### src/rtl/btb_set_assoc_if.sv
// Bundle of BTB lookup, update and flush signals.
//   master : PC-gen / EX side. Drives lk_pc, upd_*, flush_req; receives lk_*, flush_busy.
//   slave  : the BTB itself.
interface btb_set_assoc_if #(
  parameter int unsigned PC_W = 32
);
  logic [PC_W-1:0] lk_pc;
  logic            lk_hit;
  logic [PC_W-1:0] lk_target;
  logic            lk_taken;
  logic            upd_valid;
  logic [PC_W-1:0] upd_pc;
  logic [PC_W-1:0] upd_target;
  logic            upd_taken;
  logic            flush_req;
  logic            flush_busy;

  modport master (
    output lk_pc, upd_valid, upd_pc, upd_target, upd_taken, flush_req,
    input  lk_hit, lk_target, lk_taken, flush_busy
  );

  modport slave (
    input  lk_pc, upd_valid, upd_pc, upd_target, upd_taken, flush_req,
    output lk_hit, lk_target, lk_taken, flush_busy
  );
endinterface

### src/rtl/btb_set_assoc.sv
// Set-associative branch target buffer.
//   clk, rst_n (async, active-low) : plain ports
//   bus (slave)  : lk_pc -> lk_hit/lk_target/lk_taken (combinational lookup)
//                  upd_valid/upd_pc/upd_target/upd_taken (EX resolve, applied at posedge)
//                  flush_req -> flush_busy (SETS-cycle invalidate sweep)
// Index = pc[IDX_W+1:2], tag = pc[PC_W-1:IDX_W+2]; 2-bit saturating direction counter per way.
module btb_set_assoc #(
  parameter int unsigned PC_W = 32,
  parameter int unsigned SETS = 16,
  parameter int unsigned WAYS = 2
) (
  input logic            clk,
  input logic            rst_n,
  btb_set_assoc_if.slave bus
);
  localparam int unsigned IDX_W = $clog2(SETS);
  localparam int unsigned TAG_W = PC_W - IDX_W - 2;
  localparam int unsigned WAY_W = (WAYS > 1) ? $clog2(WAYS) : 1;

  typedef enum logic {IDLE, FLUSH} state_e;

  state_e             state_q;
  logic [IDX_W-1:0]   fl_idx_q;
  logic               busy_q;

  logic               valid_q [SETS][WAYS];
  logic [TAG_W-1:0]   tag_q   [SETS][WAYS];
  logic [PC_W-1:0]    tgt_q   [SETS][WAYS];
  logic [1:0]         ctr_q   [SETS][WAYS];
  logic [WAY_W-1:0]   vptr_q  [SETS];

  // Low PC bits are instruction-alignment bits and never participate.
  logic unused_pc_lsbs;
  assign unused_pc_lsbs = ^{bus.lk_pc[1:0], bus.upd_pc[1:0]};

  // ---------------- Lookup (combinational, pre-edge state) ----------------
  logic [IDX_W-1:0] lk_idx;
  logic [TAG_W-1:0] lk_tag;
  logic             lk_hit_d;
  logic [PC_W-1:0]  lk_tgt_d;
  logic             lk_taken_d;

  assign lk_idx = bus.lk_pc[IDX_W+1:2];
  assign lk_tag = bus.lk_pc[PC_W-1:IDX_W+2];

  always_comb begin
    lk_hit_d   = 1'b0;
    lk_tgt_d   = '0;
    lk_taken_d = 1'b0;
    for (int unsigned w = 0; w < WAYS; w++) begin
      if (valid_q[lk_idx][w] && (tag_q[lk_idx][w] == lk_tag)) begin
        lk_hit_d   = 1'b1;
        lk_tgt_d   = tgt_q[lk_idx][w];
        lk_taken_d = ctr_q[lk_idx][w][1];
      end
    end
    // Entries mid-sweep are in a mixed state; suppress all hits until done.
    if (state_q != IDLE) begin
      lk_hit_d   = 1'b0;
      lk_tgt_d   = '0;
      lk_taken_d = 1'b0;
    end
  end

  assign bus.lk_hit     = lk_hit_d;
  assign bus.lk_target  = lk_tgt_d;
  assign bus.lk_taken   = lk_taken_d;
  assign bus.flush_busy = busy_q;

  // ---------------- Update way selection ----------------
  logic [IDX_W-1:0] u_idx;
  logic [TAG_W-1:0] u_tag;
  logic             u_hit;
  logic [WAY_W-1:0] u_way;
  logic             inv_found;
  logic [WAY_W-1:0] inv_way;
  logic [WAY_W-1:0] alloc_way_d;
  logic [1:0]       u_ctr;
  logic [1:0]       ctr_inc_d;
  logic [1:0]       ctr_dec_d;

  assign u_idx = bus.upd_pc[IDX_W+1:2];
  assign u_tag = bus.upd_pc[PC_W-1:IDX_W+2];

  always_comb begin
    u_hit     = 1'b0;
    u_way     = '0;
    inv_found = 1'b0;
    inv_way   = '0;
    for (int unsigned w = 0; w < WAYS; w++) begin
      if (valid_q[u_idx][w] && (tag_q[u_idx][w] == u_tag)) begin
        u_hit = 1'b1;
        u_way = w[WAY_W-1:0];
      end
      if (!inv_found && !valid_q[u_idx][w]) begin
        inv_found = 1'b1;
        inv_way   = w[WAY_W-1:0];
      end
    end
    alloc_way_d = inv_found ? inv_way : vptr_q[u_idx];
    u_ctr       = ctr_q[u_idx][u_way];
    ctr_inc_d   = (u_ctr == 2'd3) ? 2'd3 : u_ctr + 2'd1;
    ctr_dec_d   = (u_ctr == 2'd0) ? 2'd0 : u_ctr - 2'd1;
  end

  // ---------------- State ----------------
  always_ff @(posedge clk or negedge rst_n) begin
    if (!rst_n) begin
      state_q  <= IDLE;
      fl_idx_q <= '0;
      busy_q   <= 1'b0;
      for (int unsigned s = 0; s < SETS; s++) begin
        vptr_q[s] <= '0;
        for (int unsigned w = 0; w < WAYS; w++) begin
          valid_q[s][w] <= 1'b0;
          tag_q[s][w]   <= '0;
          tgt_q[s][w]   <= '0;
          ctr_q[s][w]   <= '0;
        end
      end
    end else begin
      case (state_q)
        IDLE: begin
          // A flush request wins over a same-cycle update, which is dropped.
          if (bus.flush_req) begin
            state_q  <= FLUSH;
            fl_idx_q <= '0;
            busy_q   <= 1'b1;
          end else if (bus.upd_valid) begin
            if (u_hit) begin
              if (bus.upd_taken) begin
                tgt_q[u_idx][u_way] <= bus.upd_target;
                ctr_q[u_idx][u_way] <= ctr_inc_d;
              end else begin
                ctr_q[u_idx][u_way] <= ctr_dec_d;
              end
            end else if (bus.upd_taken) begin
              valid_q[u_idx][alloc_way_d] <= 1'b1;
              tag_q[u_idx][alloc_way_d]   <= u_tag;
              tgt_q[u_idx][alloc_way_d]   <= bus.upd_target;
              ctr_q[u_idx][alloc_way_d]   <= 2'b10;
              // Round-robin only advances when a live entry was displaced.
              if ((WAYS > 1) && !inv_found) begin
                vptr_q[u_idx] <= vptr_q[u_idx] + 1'b1;
              end
            end
          end
        end
        FLUSH: begin
          vptr_q[fl_idx_q] <= '0;
          for (int unsigned w = 0; w < WAYS; w++) begin
            valid_q[fl_idx_q][w] <= 1'b0;
            ctr_q[fl_idx_q][w]   <= '0;
          end
          fl_idx_q <= fl_idx_q + 1'b1;
          if (fl_idx_q == IDX_W'(SETS - 1)) begin
            state_q <= IDLE;
            busy_q  <= 1'b0;
          end
        end
        default: begin
          state_q <= IDLE;
          busy_q  <= 1'b0;
        end
      endcase
    end
  end
endmodule

### src/flat_wrapper.sv
// flat-port wrapper written by rule: the top's interface ports become plain ports
module btb_set_assoc_flat 
#(
  parameter int unsigned PC_W = 32,
  parameter int unsigned SETS = 16,
  parameter int unsigned WAYS = 2
)
  (clk, rst_n, bus_lk_pc, bus_upd_valid, bus_upd_pc, bus_upd_target, bus_upd_taken, bus_flush_req, bus_lk_hit, bus_lk_target, bus_lk_taken, bus_flush_busy);
  btb_set_assoc_if #(.PC_W(PC_W)) bus_i ();
  input logic clk;
  input logic rst_n;
  input wire logic [$bits(bus_i.lk_pc)-1:0] bus_lk_pc;
  input wire logic [$bits(bus_i.upd_valid)-1:0] bus_upd_valid;
  input wire logic [$bits(bus_i.upd_pc)-1:0] bus_upd_pc;
  input wire logic [$bits(bus_i.upd_target)-1:0] bus_upd_target;
  input wire logic [$bits(bus_i.upd_taken)-1:0] bus_upd_taken;
  input wire logic [$bits(bus_i.flush_req)-1:0] bus_flush_req;
  output wire logic [$bits(bus_i.lk_hit)-1:0] bus_lk_hit;
  output wire logic [$bits(bus_i.lk_target)-1:0] bus_lk_target;
  output wire logic [$bits(bus_i.lk_taken)-1:0] bus_lk_taken;
  output wire logic [$bits(bus_i.flush_busy)-1:0] bus_flush_busy;
  assign bus_i.lk_pc = bus_lk_pc;
  assign bus_i.upd_valid = bus_upd_valid;
  assign bus_i.upd_pc = bus_upd_pc;
  assign bus_i.upd_target = bus_upd_target;
  assign bus_i.upd_taken = bus_upd_taken;
  assign bus_i.flush_req = bus_flush_req;
  assign bus_lk_hit = bus_i.lk_hit;
  assign bus_lk_target = bus_i.lk_target;
  assign bus_lk_taken = bus_i.lk_taken;
  assign bus_flush_busy = bus_i.flush_busy;
  btb_set_assoc #(.PC_W(PC_W), .SETS(SETS), .WAYS(WAYS)) u_core (.clk(clk), .rst_n(rst_n), .bus(bus_i));
endmodule
### config.mk
export PLATFORM = sky130hd
export DESIGN_NAME = btb_set_assoc_flat
export DESIGN_NICKNAME = d
export VERILOG_FILES = /design/src/rtl/btb_set_assoc_if.sv /design/src/rtl/btb_set_assoc.sv /design/src/flat_wrapper.sv
export SDC_FILE = /design/constraint.sdc
export NUM_CORES = 2
export LEC_CHECK = 0
export CORE_ASPECT_RATIO = 0.5
export CORE_UTILIZATION = 60
export CTS_BUF_LIST = sky130_fd_sc_hd__clkbuf_16
export DETAILED_ROUTE_END_ITERATION = 8
export MAX_ROUTING_LAYER = met4
export PLACE_DENSITY = 0.8
export SKIP_LAST_GASP = 1
export SLEW_MARGIN = 30
export SYNTH_ARGS = -nofsm -noshare
export SYNTH_HDL_FRONTEND = slang
export SYNTH_SLANG_ARGS = --single-unit
### constraint.sdc
create_clock -name clk -period 5.99 [get_ports clk]
set_clock_uncertainty 0.1 [all_clocks]
set_input_delay 0.8985 -clock clk [delete_from_list [all_inputs] [get_ports clk]]
set_output_delay 0.8985 -clock clk [all_outputs]
set_load 0.05 [all_outputs]
==> results.toml <==
[yosys]
yosysSeqAreaShare = 0.495
ys.flop_type = "dfrtp_1"
synthArstFlopShare = 1.00
synth_area_per_cell_sq_um = 15.3
synth_seq_cells = 1974
synth_edf_count = 0
syn_area_sq_mm = 0.0997
syn_nets = 6617
netlist-cell-type-count = 79
syn_inst = 6512
yosysWarnings = 0

[global_route]
grt_pass1_vias = 67499
gr-total-overflow = 0
grtUsageTotal = 0.374
antenna_found_initial = 10
grt_max_degree = 197
grt_pass1_wl_microns = 449000

[die]
fp.dieArea_sq_mm = 0.168
core_sq_mm = 0.164
start_util = 0.606
die_h_microns = 290
rows = 105
fp.dieW_microns = 578
ioPinCount = 136

[setup_path]
max_stage_delay_ps = 550
crit_path_max_fanout = 38
end_kind = "primary output"
cp_common_cell = "buf_12"
arrival_ps = 4900
path_buf_inv = 7
critPathTopFamily = "buffers and inverters"
crit_chain = "buf_8, buf_12, mux4_2, mux4_2, xnor2_1, nand4_1, nor4_1, buf_4, nand4_1, a21oi_4, buf_12, buf_12, nor2b_1, buf_4, buf_12"
slowest_stage = "mux4_2"
crit_required_ps = 4990
crit_type = "in2out"
start_kind = "input port"

[clock_tree]
path_clk_slew_ps = 70
cts_tree = "done"
cts_root_buffer = "clkbuf_16"
cts_num_sinks = 1974
cts_buffers = 182
h-tree-depth = 4
cts_buffer_depth = 4
clock_latency_ps = 840

[timing]
rsz0062_at_grt = "false"
fmax_mhz = 170
tightest_slew_ps = 983
post-route-period-util = 0.985
setup_viol = 0
hold_viol_final = 1
min_period_ps = 5900
worst_slack_ps = 91.2
fin_setup_tns_ps = 0
slew_viol_final = 0
fin_hold_ws_ps = -9.52
slew_headroom = 0.339

[route]
ant_nets = 0
drt_pass1_iterations = 6
drc_errors = 0
drt_wl_total_microns = 300000
vias = 63898
vias_per_cell = 7.10
wl_per_cell_microns = 33.4
drt_iter0_markers = 7575

[pwr]
p_per_area_mw_per_mm2 = 264
vdd_ir_drop_max_uv = 229
p_leak_nw = 53.9

[placed_design]
io_buffers = 131
dp_hpwl_microns = 190000
pre_cts_ws_ps = -304
place.gp.congestion = 1.01

[outcome]
violations = "hold timing"
status = "finished, violations left"

[flow_run]
maxCapViolCount = 0

[final_layout]
mostFrequentLayoutCell = "dfrtp_1"
layout_common_cells = "dfrtp_1 (1973), mux2_2 (1512), mux4_2 (786), mux2_1 (364), buf_4 (315)"
drive_above_1_share = 0.469
final_nets = 6775
syn_to_final_growth_pct = 12.9

[hold_path]
hp-class = "in2async"
## where the power goes
group          leakage [nW]  switching (mW)  internal (mW)  total, mW
clock                  2.82            5.17           5.92       11.1
combinational          23.6            2.29           1.73       4.02
sequential             27.5           0.551           14.1       14.6
## stage by stage
step	total power [mW]	util	hold WS, ps	instance area (sq um)	instances
after floorplan	17.1	-	352	99700	6512
after global placement	18.5	0.651	362	107000	8672
after detailed placement	18.8	0.651	369	107000	8673
after CTS	29.7	0.684	27.2	113000	8981
after global routing	30.6	0.684	35.6	113000	8994
final	29.7	0.684	-9.52	113000	8994
## Yosys cell counts, types with 10 or more instances
master | n | area, sq um
mux2_1 | 364 | 4100
a22oi_1 | 41 | 308
a221oi_1 | 18 | 158
o41ai_1 | 13 | 114
buf_6 | 10 | 113
a21oi_1 | 60 | 300
nand2_1 | 170 | 638
buf_4 | 115 | 863
mux2i_1 | 193 | 1930
nor2_1 | 57 | 214
nor3_1 | 42 | 210
a22o_1 | 26 | 228
mux4_2 | 786 | 17700
xnor2_1 | 77 | 674
nand4_1 | 22 | 138
buf_2 | 112 | 561
mux2_2 | 1512 | 17000
nor3_2 | 12 | 120
nand3_1 | 34 | 170
nand2b_1 | 10 | 62.6
nor4_1 | 19 | 119
xor2_1 | 28 | 245
inv_1 | 45 | 169
o311ai_0 | 14 | 123
o22ai_1 | 39 | 244
dfrtp_1 | 1974 | 49400
buf_1 | 70 | 263
clkbuf_1 | 340 | 1280
o21ai_0 | 48 | 240
and3_1 | 13 | 81.3
a31oi_1 | 15 | 93.8
nand2_2 | 20 | 125
o211ai_1 | 22 | 165
nor2b_1 | 44 | 275
a211oi_1 | 12 | 90.1
## cells by family after synthesis
| family | Yosys count | share of synthesized area |
|---|---|---|
| compound gates | 395 | 0.0284 |
| xor+xnor | 105 | 0.00922 |
| fa+ha+maj | 7 | 0.000803 |
| buf+inv | 695 | 0.0327 |
| flops | 1974 | 0.495 |
| mux | 2855 | 0.409 |
| simple gates | 481 | 0.0246 |
## worst paths after layout
path,depth (start not counted),to,slack (ps),start
hold reg to reg,1,u_core.tgt_q[220],380,u_core.tgt_q[220]
min in group clk,1,u_core.tgt_q[220],380,u_core.tgt_q[220]
setup reg to reg,12,u_core.tgt_q[912],890,u_core.tag_q[424]
hold / removal,1,u_core.tgt_q[985],-10,rst_n
max in group asynchronous,3,u_core.vptr_q[0],4150,rst_n
setup / recovery,15,bus_lk_target[20],90,bus_lk_pc[2]
## worst register-to-register path: cells and delay by family, from the launching register on
family / cells / cell delay [ps]
xor gates and xnor gates: 1 / 230
buffers and inverters: 2 / 560
muxes: 3 / 1080
DFF: 1 / 400
and+or+nand+nor: 3 / 1030
AOI/OAI and AO/OA: 3 / 1570
## flip-flops by register name (all words and copies together), names as in the netlist
name                   count
u_core.tgt_q            1024
u_core.tag_q             832
u_core.ctr_q              64
u_core.valid_q            32
u_core.vptr_q             16
u_core.fl_idx_q            4
u_core.bus.flush_busy      1
u_core.state_q             1
## final cells by class
type,count,area (sq um)
antenna,8,20.0
clock buffer,185,4630
sequential,1974,49400
timing repair buffer,623,7490
inverter,46,173
fill,10699,51900
multi-input combinational,3843,47300
clock inverter,122,762
tap,2193,2740
## per-layer routing
layer | vias up | share of wire | global-route usage
met2 | 3502 | 0.46 | 0.551
met1 | 34442 | 0.39 | 0.505
met4 | 0 | 0.052 | 0.170
met3 | 852 | 0.093 | 0.0799
met5 | - | 0 | -
li1 | 25102 | - | -
## timing repair
item / 4_1_cts / 5_1_grt
hold buffers: 0 / 0
endpoints found under the setup margin: 1 / 10
pin swaps: 1 / 1
gates resized for setup: 1 / 2
cloned: 1 / 1
buffers inserted: 0 / 2
(Power assumes the default switching activity.)
